$ cat src/rtl/rf_wport_arbiter_pkg.sv
// Shared constants for the register-file write-port arbiter: default widths,
// write-source codes and the trace-view state encoding.
package rf_wport_arbiter_pkg;

  localparam int ADDR_W_DEF = 5;
  localparam int DATA_W_DEF = 32;

  localparam logic RF_SRC_WB  = 1'b0;
  localparam logic RF_SRC_LLU = 1'b1;

  typedef logic [1:0] arb_state_t;

  localparam arb_state_t ST_EMPTY = 2'd0;
  localparam arb_state_t ST_WAIT  = 2'd1;
  localparam arb_state_t ST_FORCE = 2'd2;

endpackage

$ cat src/rtl/rf_wbuf_slot.sv
// One-entry holding register for an LLU result. A load in the same cycle as a
// drain wins, so the slot refills without a bubble.
module rf_wbuf_slot #(
  parameter int ADDR_W = 5,
  parameter int DATA_W = 32
) (
  input  logic              clk,
  input  logic              resetn,
  input  logic              load,
  input  logic              drain,
  input  logic [ADDR_W-1:0] in_addr,
  input  logic [DATA_W-1:0] in_data,
  output logic              valid,
  output logic [ADDR_W-1:0] addr,
  output logic [DATA_W-1:0] data
);

  // Slot occupancy and payload
  always_ff @(posedge clk or negedge resetn) begin
    if (!resetn) begin
      valid <= 1'b0;
      addr  <= {ADDR_W{1'b0}};
      data  <= {DATA_W{1'b0}};
    end else if (load) begin
      valid <= 1'b1;
      addr  <= in_addr;
      data  <= in_data;
    end else if (drain) begin
      valid <= 1'b0;
    end else begin
      valid <= valid;
    end
  end

endmodule

$ cat src/rtl/rf_wport_arbiter.sv
// Arbitrates the single register-file write port between WB (default owner)
// and a buffered long-latency-unit result with a bounded starvation wait.
module rf_wport_arbiter
  import rf_wport_arbiter_pkg::*;
#(
  parameter int STARVE_MAX = 4,
  parameter int ADDR_W     = ADDR_W_DEF,
  parameter int DATA_W     = DATA_W_DEF
) (
  input  logic              clk,
  input  logic              resetn,
  input  logic              wb_valid,
  input  logic              wb_w_en,
  input  logic [ADDR_W-1:0] wb_w_addr,
  input  logic [DATA_W-1:0] wb_w_data,
  output logic              wb_ready,
  input  logic              llu_valid,
  input  logic [ADDR_W-1:0] llu_w_addr,
  input  logic [DATA_W-1:0] llu_w_data,
  output logic              llu_ready,
  output logic              rf_we,
  output logic [ADDR_W-1:0] rf_waddr,
  output logic [DATA_W-1:0] rf_wdata,
  output logic              rf_src,
  output logic              llu_pend_valid,
  output logic [ADDR_W-1:0] llu_pend_addr
);

  localparam logic [3:0] CNT_MAX = 4'(STARVE_MAX);

  logic              buf_valid_s;
  logic [ADDR_W-1:0] buf_addr_s;
  logic [DATA_W-1:0] buf_data_s;
  logic [3:0]        starve_cnt_r;
  arb_state_t        state_s;
  logic              wb_req_s;
  logic              llu_grant_s;
  logic              wb_grant_s;
  logic              capture_s;
  logic [ADDR_W-1:0] sel_addr_s;
  logic [DATA_W-1:0] sel_data_s;

  rf_wbuf_slot #(.ADDR_W(ADDR_W), .DATA_W(DATA_W)) u_slot (
    .clk     (clk),
    .resetn  (resetn),
    .load    (capture_s),
    .drain   (llu_grant_s),
    .in_addr (llu_w_addr),
    .in_data (llu_w_data),
    .valid   (buf_valid_s),
    .addr    (buf_addr_s),
    .data    (buf_data_s)
  );

  // State is a pure decode of buffer occupancy and the starvation count
  always_comb begin
    if (!buf_valid_s) begin
      state_s = ST_EMPTY;
    end else if (starve_cnt_r == CNT_MAX) begin
      state_s = ST_FORCE;
    end else begin
      state_s = ST_WAIT;
    end
  end

  // Grant decision and handshakes
  always_comb begin
    wb_req_s = wb_valid & wb_w_en;
    case (state_s)
      ST_EMPTY: llu_grant_s = 1'b0;
      ST_WAIT:  llu_grant_s = ~wb_req_s;
      ST_FORCE: llu_grant_s = 1'b1;
      default:  llu_grant_s = 1'b0;
    endcase
    wb_grant_s = wb_req_s & ~llu_grant_s;
    llu_ready  = ~buf_valid_s | llu_grant_s;
    wb_ready   = ~(wb_req_s & llu_grant_s);
    capture_s  = llu_valid & llu_ready;
    if (llu_grant_s) begin
      sel_addr_s = buf_addr_s;
      sel_data_s = buf_data_s;
    end else begin
      sel_addr_s = wb_w_addr;
      sel_data_s = wb_w_data;
    end
  end

  // Counts WB grants taken while an LLU result sits in the buffer
  always_ff @(posedge clk or negedge resetn) begin
    if (!resetn) begin
      starve_cnt_r <= 4'd0;
    end else if (llu_grant_s) begin
      starve_cnt_r <= 4'd0;
    end else if (buf_valid_s && wb_grant_s && (starve_cnt_r != CNT_MAX)) begin
      starve_cnt_r <= starve_cnt_r + 4'd1;
    end else begin
      starve_cnt_r <= starve_cnt_r;
    end
  end

  // Registered write port; r0 writes are swallowed but still consume the grant
  always_ff @(posedge clk or negedge resetn) begin
    if (!resetn) begin
      rf_we    <= 1'b0;
      rf_waddr <= {ADDR_W{1'b0}};
      rf_wdata <= {DATA_W{1'b0}};
      rf_src   <= RF_SRC_WB;
    end else if (llu_grant_s || wb_grant_s) begin
      rf_we    <= (sel_addr_s != {ADDR_W{1'b0}});
      rf_waddr <= sel_addr_s;
      rf_wdata <= (sel_addr_s == {ADDR_W{1'b0}}) ? {DATA_W{1'b0}} : sel_data_s;
      rf_src   <= llu_grant_s ? RF_SRC_LLU : RF_SRC_WB;
    end else begin
      rf_we    <= 1'b0;
    end
  end

  assign llu_pend_valid = buf_valid_s;
  assign llu_pend_addr  = buf_addr_s;

endmodule

$ cat config.mk
export PLATFORM = sky130hd
export DESIGN_NAME = rf_wport_arbiter
export DESIGN_NICKNAME = d
export VERILOG_FILES = /design/src/rtl/rf_wport_arbiter_pkg.sv /design/src/rtl/rf_wbuf_slot.sv /design/src/rtl/rf_wport_arbiter.sv
export SDC_FILE = /design/constraint.sdc
export NUM_CORES = 1
export LEC_CHECK = 0
export CORE_ASPECT_RATIO = 1.4
export CORE_MARGIN = 8
export CORE_UTILIZATION = 35
export DETAILED_ROUTE_END_ITERATION = 16
export PLACE_DENSITY = 0.67
export SKIP_LAST_GASP = 1
export SLEW_MARGIN = 10
export SYNTH_ARGS = -nofsm -noshare
export SYNTH_HDL_FRONTEND = slang
export SYNTH_SLANG_ARGS = --single-unit
export TNS_END_PERCENT = 20
$ cat constraint.sdc
create_clock -name clk -period 2.09 [get_ports clk]
set_input_delay 0.418 -clock clk [delete_from_list [all_inputs] [get_ports clk]]
set_output_delay 0.418 -clock clk [all_outputs]
set_load 0.1 [all_outputs]
* Word level (Yosys, flattened, before mapping) *
Cells that the tools add are included.

word-level totals
  word-level logic and storage cells = 41
  input port bits = 79
  flip-flop bits (word level) = 81

operators by class
  mux-type cells = 12
  add/subtract/negate cells = 1
  reductions and logical operators = 7
  eq/ne operators = 4
  bitwise operators = 9

operator list
  cell                                                   count
  2-to-1 mux 32 bit                                      2
  2-to-1 mux 4 bit                                       2
  logical NOT 5 bit                                      1
  2-to-1 mux 5 bit                                       1
  nonzero test 5 bit                                     1
  adder 4 x 1 -> 4 bit, second input constant            1
  AND 1 bit                                              4
  equality test 4 x 3 -> 1 bit, second input constant    1
  2-to-1 mux 1 bit                                       4
  2-to-1 mux 2 bit                                       2
  inequality test 4 x 3 -> 1 bit, second input constant  1
  NOT 1 bit                                              4
  nonzero test 2 bit                                     2
  equality test 2 x 1 -> 1 bit, second input constant    1
  equality test 2 bit, second input constant             1
  logical AND 1 bit                                      2
  case mux 1 bit (2 select lines)                        1
  logical OR 1 bit                                       1
  bitwise OR 1 bit                                       1

* Longest topological paths before layout *
Gate-level depths: netlist of run 1.

  word-level depth = 11
  mapped depth = 7
  depth with buffers taken out = 6

* Modules after synthesis *
From an unflattened synthesis of run 1, not the netlist that was laid out.

second synthesis, totals
  cell total of the unflattened synthesis = 253
  area, all modules = 3,509.6 sq um

modules (own cells, without submodules)
  module            area an instance (sq um)  cells an instance  instances
  rf_wport_arbiter  2,020.7                   172                1
  rf_wbuf_slot      1,488.9                   81                 1

* Worst setup path before layout of run 1 *
Ideal clock, no wire load.

  path type = register to register
  start point = register u_slot.valid
  end point = register u_slot.addr[3]
  path slack = -985 ps
  stages on the path, launching flop included = 6
  clock period less this slack = 3,075 ps
  arrival time = 2,949 ps
  setup time = 126 ps
  path through = dfrtp_1 buf_2 o2111ai_2 nand2_2 buf_6 mux2_2

between the ends
  longest elaborated chain between the ends = 5
  elaborated cells between the ends (all ways) = 7
  those cells by class = eq/ne (2); mux (2); bitwise (3)

RTL lines
  element                                                                     line                    text
  start, declared                                                             rf_wbuf_slot.sv:13      output logic valid,
  start signal, assigned                                                      rf_wbuf_slot.sv:31      valid <= valid;
  2-to-1 mux 2 bit                                                            rf_wport_arbiter.sv:57  if (!buf_valid_s) begin
  equality test 2 bit / equality test 2 x 1 -> 1 bit (equally long branches)  rf_wport_arbiter.sv:69  case (state_s)
  case mux 1 bit (2 select lines)                                             rf_wport_arbiter.sv:69
  bitwise OR 1 bit (*)                                                        rf_wport_arbiter.sv:76  llu_ready = ~buf_valid_s | llu_grant_s;
  via llu_ready                                                               rf_wport_arbiter.sv:20  output logic llu_ready,
  AND 1 bit (*)                                                               rf_wport_arbiter.sv:78  capture_s = llu_valid & llu_ready;
  end signal, assigned                                                        rf_wbuf_slot.sv:22      addr <= {ADDR_W{1'b0}};
  end signal, assigned                                                        rf_wbuf_slot.sv:26      addr <= in_addr;
  end, declared                                                               rf_wbuf_slot.sv:14      output logic [ADDR_W-1:0] addr,

The timed path passes the listed nets; every way through them passes the cells marked *.
A chain may end at the register's enable or synchronous reset.

* Worst setup path after layout of run 1 *
  start point = register starve_cnt_r[0]
  end point = output port llu_ready

between the ends
  longest elaborated chain between the ends = 6
  elaborated cells between the ends (all ways) = 7
  those cells by class = eq/ne (3); mux (3); bitwise (1)

RTL lines
  element                                                                     line                    text
  start, declared                                                             rf_wport_arbiter.sv:34  logic [3:0] starve_cnt_r;
  start signal, assigned                                                      rf_wport_arbiter.sv:95  starve_cnt_r <= starve_cnt_r + 4'd1;
  start signal, assigned                                                      rf_wport_arbiter.sv:97  starve_cnt_r <= starve_cnt_r;
  equality test 4 x 3 -> 1 bit (*)                                            rf_wport_arbiter.sv:59  end else if (starve_cnt_r == CNT_MAX) begin
  2-to-1 mux 2 bit (*)                                                        rf_wport_arbiter.sv:59
  2-to-1 mux 2 bit (*)                                                        rf_wport_arbiter.sv:57
  equality test 2 bit / equality test 2 x 1 -> 1 bit (equally long branches)  rf_wport_arbiter.sv:69
  case mux 1 bit (2 select lines) (*)                                         rf_wport_arbiter.sv:69
  bitwise OR 1 bit (*)                                                        rf_wport_arbiter.sv:76
  end, declared                                                               rf_wport_arbiter.sv:20

Mark *: on every way between the ends. The rest lies on a longest branch, timed or not.

==> impl_metrics.json, run 1 <==
{
  "slew_violations": 0,
  "final_cell_mix": "dfrtp_1, clkdlybuf4s50_1, buf_4",
  "grt_pass1_wl_mm": 14.86,
  "vias_per_cell": 5.114,
  "grt_pass1_vias": 2882,
  "grt_use_total": 0.1445,
  "start_kind": "flip-flop",
  "die-area_um2": 13160,
  "initial_utilization": 0.3593,
  "io_buffers": 125,
  "power_leakage_nw": 2.230,
  "hold_viol": 0,
  "place_hpwl_mm": 6.835,
  "place_area_um2": 4822,
  "die_w_um": 99.28,
  "drv_cap": 0,
  "drtIter0Drc": 73,
  "synth_warnings": 0,
  "route.vias.total": 2516,
  "nNetsFinal": 461,
  "drtAntennaViolNets": 0,
  "grt_max_degree": 45,
  "core_area_um2": 9459,
  "antenna_found_initial": 0,
  "drt-pass1-iter-count": 4,
  "yosys.cell_types.count": 30,
  "cts-root-buf": "clkbuf_16",
  "cts_buffers": 9,
  "areaGrowthSynthToFinish_pct": 49.71,
  "overflow": 0,
  "cp-end-kind": "primary output",
  "fmax_ghz": 0.4983,
  "final.setup_skew_ns": 0.005417,
  "clockBufferDepth": 2,
  "layout_commonest_cell": "dfrtp_1",
  "max-slew-margin-rel": 0.6574,
  "gp_congestion": 0.7583,
  "drive_gt1_frac": 0.3298,
  "p_total_w": 0.005302,
  "synth_cells": 244,
  "num_antenna_cells": 0,
  "setup_slack_ns": 0.08336,
  "min_period_ns": 2.007,
  "irDropWorstVdd_mv": 0.4881,
  "rr_worst_depth": 5,
  "cp.arrival_ns": 1.59,
  "rows": 42,
  "setup-violations-final": 0,
  "hold-worst-slack_ns": 0.06355,
  "clock_sinks": 81,
  "tightestPinTransition_ns": 0.5140,
  "synth-seq-cells": 81,
  "post-place-ws_ns": -0.1484,
  "design_area_um2": 5087,
  "die_h_um": 132.6,
  "path_class": "flip-flop to primary output",
  "cp.required_ns": 1.67,
  "syn_avg_cell_area_um2": 13.93,
  "p_per_area_nw_per_um2": 1042,
  "synth_seq_area_share": 0.5965,
  "run_status": "completed",
  "ctsHoldBuffers": 0,
  "worstHoldPathType": "input pin to asynchronous set/reset pin",
  "cts_htree_levels": 3,
  "cts.reportedPaths.clkPinSlew_ns": 0.06,
  "fin_crit_sh": 0.9601,
  "tritoncts": "built",
  "pin_count": 126,
  "syn_nets": 325,
  "clkLatencyLatePin_ns": 0.33,
  "netlist_area_um2": 3398,
  "path_max_fanout": 4,
  "grt_setup_unrepaired": "false",
  "wire_per_inst_um": 18.67,
  "drc": 0,
  "wl_mm": 9.186
}
layout make-up:
cell class	count	area (um2)
clock buffers	12	256.5
multi-input cells	145	1303
inverters	4	15.01
fillers	831	4372
well taps	110	137.6
clock inverters	1	5.005
flip-flops and latches	81	2031
repair buffers	139	1340
logic make-up (layout without fill, tap and decap cells):
logic type | after synthesis | in the layout | share of synthesized area
AND/OR/NAND/NOR | 57 | 57 | 0.1042
multiplexers | 42 | 42 | 0.1373
flip-flops | 81 | 81 | 0.5965
XOR/XNOR | 2 | 2 | 0.005156
AO/OA/AOI/OAI | 42 | 42 | 0.1149
buffers and inverters | 18 | 156 | 0.03461
adder cells (fa/ha/maj) | 2 | 2 | 0.007363
Yosys cell counts:
library cell   n  area [um2]
dfrtp_1       81        2027
a211oi_1       2       15.01
and4b_4        1       13.76
buf_6          6       67.56
clkbuf_1       4       15.01
nor3_2         1       10.01
nand2_1        4       15.01
mux2i_1        5       50.05
mux2_2        37       416.7
and2_1        34       212.7
nor3_1         2       10.01
inv_1          4       15.01
o22ai_1        1       6.260
nand3_1        1       5.000
o2111ai_2      1       15.01
nand2b_1       1       6.260
nor2_1         6       22.52
or4_4          1       11.26
a21oi_2        1       8.760
a221o_1       32       320.3
xnor2_1        2       17.52
nor2b_1        1       6.260
buf_2          4       20.02
nand4_1        1       6.260
nand2_2        1       6.260
nand2_4        1       11.26
a21oi_1        5       25.02
nor2_4         1       11.26
or3_1          1       6.260
ha_1           2       25.02
registers in the layout, summed over array words and instances (netlist names):
name / flops
rf_we: 1
u_slot.valid: 1
u_slot.addr: 5
u_slot.data: 32
starve_cnt_r: 4
rf_src: 1
rf_waddr: 5
rf_wdata: 32
stage by stage:
stage	instances	util	setup TNS, ns
floorplan	244	-	-1.207
global placement	479	0.5098	-3.814
detailed placement	479	0.5098	-4.504
CTS	492	0.5374	0
global route	492	0.5378	0
finish	492	0.5378	0
timing repair:
item,in CTS,in global routing
setup buffers,0,0
setup endpoints to repair,0,1
resized for setup,0,1
critical path, cell delays in order, from the launching register on:
cell and delay, ns:
dfrtp_1 0.41, inv_2 0.10, ha_4 0.14, nand2_2 0.06
o2111ai_4 0.23, buf_6 0.16, buf_12 0.17
path summary, 6_finish.rpt:
kind	startpoint	end	slack [ns]
max	starve_cnt_r[0]	llu_ready	0.08
min	resetn	rf_wdata[9]	0.06
max reg2reg	u_slot.addr[0]	rf_wdata[29]	0.36
min reg2reg	u_slot.data[18]	rf_wdata[18]	0.50
max in group asynchronous	resetn	rf_wdata[27]	1.40
min in group clk	u_slot.data[18]	rf_wdata[18]	0.50
report_power, final:
part	internal, W	total (W)	switching, W
combinational	0.000574	0.00197	0.00140
clock	0.000847	0.00140	0.000556
sequential	0.00180	0.00193	0.000131
total	0.00322	0.00530	0.00208
routing by layer:
metal | part of all wire | vias up | track usage
met4 | 0.029 | 0 | 0.07686
met3 | 0.053 | 17 | 0.04147
met5 | 0 | - | 0
met2 | 0.54 | 76 | 0.2493
met1 | 0.38 | 1260 | 0.1548
li1 | - | 1163 | -
No activity file was read; power rests on OpenSTA's default activity.
==> inputs of run 2 (changes only) <==
--- a/config.mk
+++ b/config.mk
@@ -12,2 +12,3 @@
 export PLACE_DENSITY = 0.67
+export RECOVER_POWER = 100
 export SKIP_LAST_GASP = 1
--- a/constraint.sdc
+++ b/constraint.sdc
@@ -3,2 +3,2 @@
 set_output_delay 0.418 -clock clk [all_outputs]
-set_load 0.1 [all_outputs]
+set_load 0.01 [all_outputs]
==> run 2 against run 1 <==
Via count is 0.56% lower. Sequential share of layout area fell by 0.60 points. Combinational power is 53% lower. Sequential cell count did not move. Utilization up 0.71 points. Setup slack lost 0.036 ns. Register-to-register slack got worse by 0.14 ns. Sequential power about the same. Count of clock-buffer cells in the layout unchanged. Final area grew 1.3%. Clock skew about the same. Critical endpoint is now rf_wdata[26].
==> impl_metrics.json, run 2 (synthesis gave the netlist of run 1 again) <==
{
  "drtIter0Drc": 110,
  "drc": 0,
  "drtAntennaViolNets": 0,
  "clock_sinks": 81,
  "irDropWorstVdd_mv": 0.4000,
  "num_antenna_cells": 0,
  "critPathBufInv": 2,
  "setup_slack_ns": 0.04741,
  "final.setup_skew_ns": 0.005863,
  "cp-end-kind": "flip-flop",
  "areaGrowthSynthToFinish_pct": 51.69,
  "slowest_delay_ns": 0.53,
  "slew_violations": 0,
  "cts.reportedPaths.clkPinSlew_ns": 0.06,
  "final_cell_mix": "dfrtp_1, clkdlybuf4s50_1, dlygate4sd3_1",
  "final_cells": 496,
  "cts_post_setup_buffers_inserted": 0,
  "slowest_stage": "or4_4",
  "nNetsFinal": 463,
  "fin_tns_setup_ns": 0,
  "run_status": "completed",
  "drv_cap": 0,
  "path_delay_family": "simple AND/OR/NAND/NOR gates",
  "grt_pass1_wl_mm": 14.68,
  "wl_mm": 9.082,
  "min_period_ns": 2.043,
  "place_hpwl_mm": 6.769,
  "cp_num_cells": 6,
  "post-place-ws_ns": -0.1567,
  "cp.required_ns": 2.30,
  "path_max_fanout": 17,
  "cp.arrival_ns": 2.25,
  "drt-pass1-iter-count": 4,
  "largestRegisters": "rf_wdata x32, u_slot.data x32",
  "tritoncts": "built",
  "die_h_um": 132.6,
  "rr_worst_depth": 7,
  "rows": 42,
  "drive_gt1_frac": 0.1891,
  "start_kind": "input pin",
  "p_per_area_nw_per_um2": 871.0,
  "layout_commonest_cell": "dfrtp_1",
  "cts_buffers": 9,
  "hold_viol": 0,
  "fillers": 821,
  "crit_chain": "clkdlybuf4s50_1 > or4_4 > nor2_1 > nor3_4 > clkbuf_8 > a221o_1",
  "die-area_um2": 13160,
  "grt_use_total": 0.1418,
  "setup-violations-final": 0,
  "grt_setup_unrepaired": "true",
  "overflow": 0,
  "clockBufferDepth": 2,
  "core_area_um2": 9459,
  "route.vias.total": 2502,
  "seq_area_um2": 2027,
  "cts-root-buf": "clkbuf_16",
  "path_class": "input pin to flip-flop",
  "power_leakage_nw": 2.203,
  "max-slew-margin-rel": 0.3245,
  "gp_congestion": 0.7002,
  "wire_per_inst_um": 18.31,
  "vias_per_cell": 5.044,
  "die_w_um": 99.28,
  "antenna_found_initial": 0,
  "cts_htree_levels": 3,
  "multi_input_area_um2": 1267,
  "grt_pass1_vias": 2825,
  "placedCellCount": 481,
  "fin_crit_sh": 0.9773,
  "grt_max_degree": 43,
  "fmax_ghz": 0.4896,
  "pin_count": 126,
  "initial_utilization": 0.3593,
  "io_buffers": 125,
  "tightestPinTransition_ns": 1.013,
  "clkLatencyLatePin_ns": 0.33,
  "worstHoldPathType": "input pin to asynchronous set/reset pin"
}
==> run 2: changes by cell type in the layout (fill, tap and decap cells not counted), sizes merged <==
| cell | before | now |
|---|---|---|
| bufinv | 0 | 2 |
| buf | 62 | 10 |
| dlygate4sd3 | 0 | 45 |
| clkbuf | 12 | 20 |
| dlymetal6s2s | 0 | 1 |
==> run 2: per-layer routing <==
metal | share of wire | vias to the layer above | global-route usage
met5 | 0 | - | 0
met4 | 0.027 | 0 | 0.07179
met3 | 0.045 | 14 | 0.03360
met2 | 0.54 | 72 | 0.2486
met1 | 0.38 | 1243 | 0.1544
li1 | - | 1173 | -
==> run 2: final cells by class <==
cell class / count / share of cell area
Clock inverter: 3 / 0.01262
Timing Repair Buffer: 141 / 0.2709
Multi-Input combinational cell: 145 / 0.2459
Sequential cell: 81 / 0.3932
Inverter: 4 / 0.002913
Clock buffer: 12 / 0.04782
Tap cell: 110 / 0.02670
==> run 2: path summary, 6_finish.rpt <==
kind                                   endpoint            start  slack [ns]
worst max-delay path               rf_wdata[26]     wb_w_addr[1]        0.05
worst min-delay path            u_slot.data[17]           resetn        0.25
worst max register to register            rf_we  starve_cnt_r[0]        0.22
worst min register to register           rf_src           rf_src        0.47
max in group asynchronous       starve_cnt_r[3]           resetn        0.39
min in group clk                         rf_src           rf_src        0.47
==> run 2: stage by stage <==
step | area [um2] | power, W | hold slack [ns] | utilization
floorplan | 3398 | 0.002336 | 0.1224 | -
global placement | 4902 | 0.002950 | 0.4381 | 0.5183
detailed placement | 4902 | 0.002969 | 0.4398 | 0.5183
CTS | 5213 | 0.004648 | 0.07816 | 0.5511
global route | 5155 | 0.004699 | 0.3486 | 0.5450
finish | 5155 | 0.004490 | 0.2543 | 0.5450
==> run 2: repair_timing <==
action                                  CTS  global route
resized for setup                         1             4
hold buffers                              0             0
endpoints found under the setup margin    2             2
==> run 2: report_power, final <==
| group | leakage, nW | internal [W] | switching [W] |
|---|---|---|---|
| Combinational | 1.08 | 0.000559 | 0.000373 |
| Sequential | 0.967 | 0.00180 | 0.000120 |
| Clock | 0.153 | 0.00107 | 0.000572 |
| Total | 2.20 | 0.00343 | 0.00106 |
==> inputs of run 3 (changes only) <==
--- a/config.mk
+++ b/config.mk
@@ -11,2 +11,3 @@
 export DETAILED_ROUTE_END_ITERATION = 16
+export HOLD_SLACK_MARGIN = 0.03
 export PLACE_DENSITY = 0.67
==> constraint.sdc (replaced) <==
create_clock -name clk -period 2.09 [get_ports clk]
set_input_delay 0.3135 -clock clk [delete_from_list [all_inputs] [get_ports clk]]
set_output_delay 0.3135 -clock clk [all_outputs]
set_load 0.01 [all_outputs]
==> run 3 against run 2 <==
Critical path depth decreased by 1. Sequential cell count unchanged. Highest routed layer unchanged. Via count increased by 0.32%. Largest cell class unchanged. Sequential power about the same. Combinational power decreased by 1%. Clock skew increased by 0.0020 ns.
==> impl_metrics.json, run 3 (synthesis gave the netlist of run 1 again) <==
{
  "io_buffers": 125,
  "setup-violations-final": 0,
  "drtAntennaViolNets": 0,
  "place_hpwl_mm": 6.960,
  "start_kind": "flip-flop",
  "clockBufferDepth": 2,
  "grt_setup_unrepaired": "true",
  "wl_mm": 9.150,
  "grt_pass1_wl_mm": 15.03,
  "die_w_um": 99.28,
  "power_leakage_nw": 2.166,
  "place_area_um2": 4860,
  "core_area_um2": 9459,
  "fmax_ghz": 0.4980,
  "post-place-ws_ns": -0.05604,
  "placedCellCount": 477,
  "fillers": 808,
  "irDropWorstVdd_mv": 0.4605,
  "drive_gt1_frac": 0.1854,
  "initial_utilization": 0.3593,
  "hold_viol": 0,
  "path_max_fanout": 5,
  "cts-root-buf": "clkbuf_16",
  "gp_congestion": 0.7522,
  "cp-end-kind": "primary output",
  "cp.required_ns": 1.78,
  "worstHoldPathType": "flip-flop to flip-flop",
  "cp.arrival_ns": 1.69,
  "setup_slack_ns": 0.08198,
  "final_cell_mix": "dfrtp_1, clkdlybuf4s50_1, dlygate4sd3_1",
  "die_h_um": 132.6,
  "slew_violations": 0,
  "drc": 0,
  "grt_max_degree": 43,
  "design_area_um2": 5092,
  "rows": 42,
  "final_cells": 493,
  "tritoncts": "built",
  "clock_sinks": 81,
  "max-slew-margin-rel": 0.3128,
  "nNetsFinal": 460,
  "grt_use_total": 0.1456,
  "largestRegisters": "rf_wdata x32, u_slot.data x32",
  "die-area_um2": 13160,
  "num_antenna_cells": 0,
  "grt_pass1_vias": 2969,
  "run_status": "completed",
  "vias_per_cell": 5.091,
  "final.setup_skew_ns": 0.007863,
  "drv_cap": 0,
  "tightestPinTransition_ns": 1.031,
  "overflow": 0,
  "drtIter0Drc": 132,
  "areaGrowthSynthToFinish_pct": 49.85,
  "clkLatencyLatePin_ns": 0.33,
  "cts.reportedPaths.clkPinSlew_ns": 0.06,
  "cts_buffers": 9,
  "min_period_ns": 2.008,
  "wire_per_inst_um": 18.56,
  "fin_crit_sh": 0.9608,
  "antenna_found_initial": 0,
  "path_class": "flip-flop to primary output",
  "pin_count": 126,
  "cts_htree_levels": 3,
  "layout_commonest_cell": "dfrtp_1",
  "route.vias.total": 2510,
  "drt-pass1-iter-count": 4,
  "p_per_area_nw_per_um2": 833.8
}
==> run 3: timing repair <==
action,in CTS,in global routing
hold buffers,1,0
pin swaps,0,0
hold endpoints to repair,41,0
buffers inserted,0,0
gates resized for setup,2,1
endpoints found under the setup margin,2,2
==> run 3: worst max-delay path, cell delays in order, from the launching register on <==
cell,delay [ns]
dfrtp_1,0.41
inv_1,0.10
ha_1,0.19
nand2_1,0.10
o2111ai_4,0.26
dlygate4sd2_1,0.31
==> run 3: layout make-up <==
type	instances	area, um2	area share
Inverter	4	15.01	0.002948
Timing Repair Buffer	138	1374	0.2698
Clock buffer	12	246.5	0.04840
Tap cell	110	137.6	0.02703
Multi-Input combinational cell	145	1275	0.2504
Clock inverter	3	17.52	0.003440
Sequential cell	81	2027	0.3980
==> run 3: power breakdown <==
part | internal (W) | switching (W)
registers | 0.00180 | 0.000128
logic | 0.000550 | 0.000369
clock network | 0.000826 | 0.000577
==> run 3: metrics by stage <==
step	hold slack, ns	TNS [ns]	utilization	power (W)
floorplan	0.01791	0	-	0.002336
global placement	0.3333	-0.6019	0.5138	0.002940
detailed placement	0.3316	-1.472	0.5138	0.002962
CTS	0.4811	-0.1492	0.5438	0.004386
global route	0.5169	-0.2898	0.5384	0.004460
finish	0.4727	0	0.5384	0.004246
==> run 3: routing by layer <==
| metal | global-route usage | part of all wire | vias up |
|---|---|---|---|
| li1 | - | - | 1166 |
| met1 | 0.1507 | 0.37 | 1254 |
| met2 | 0.2602 | 0.55 | 73 |
| met3 | 0.03622 | 0.044 | 17 |
| met4 | 0.08024 | 0.033 | 0 |
| met5 | 0 | 0 | - |
==> run 3: final timing paths <==
kind | from | end | slack (ns) | cells after the start
setup / recovery | starve_cnt_r[0] | llu_ready | 0.08 | 5
hold / removal | rf_src | rf_src | 0.47 | 2
setup reg to reg | starve_cnt_r[0] | u_slot.data[16] | 0.14 | 7
hold reg to reg | rf_src | rf_src | 0.47 | 2
max in group asynchronous | resetn | rf_waddr[4] | 0.29 | 3
min in group asynchronous | resetn | u_slot.data[17] | 0.71 | 2
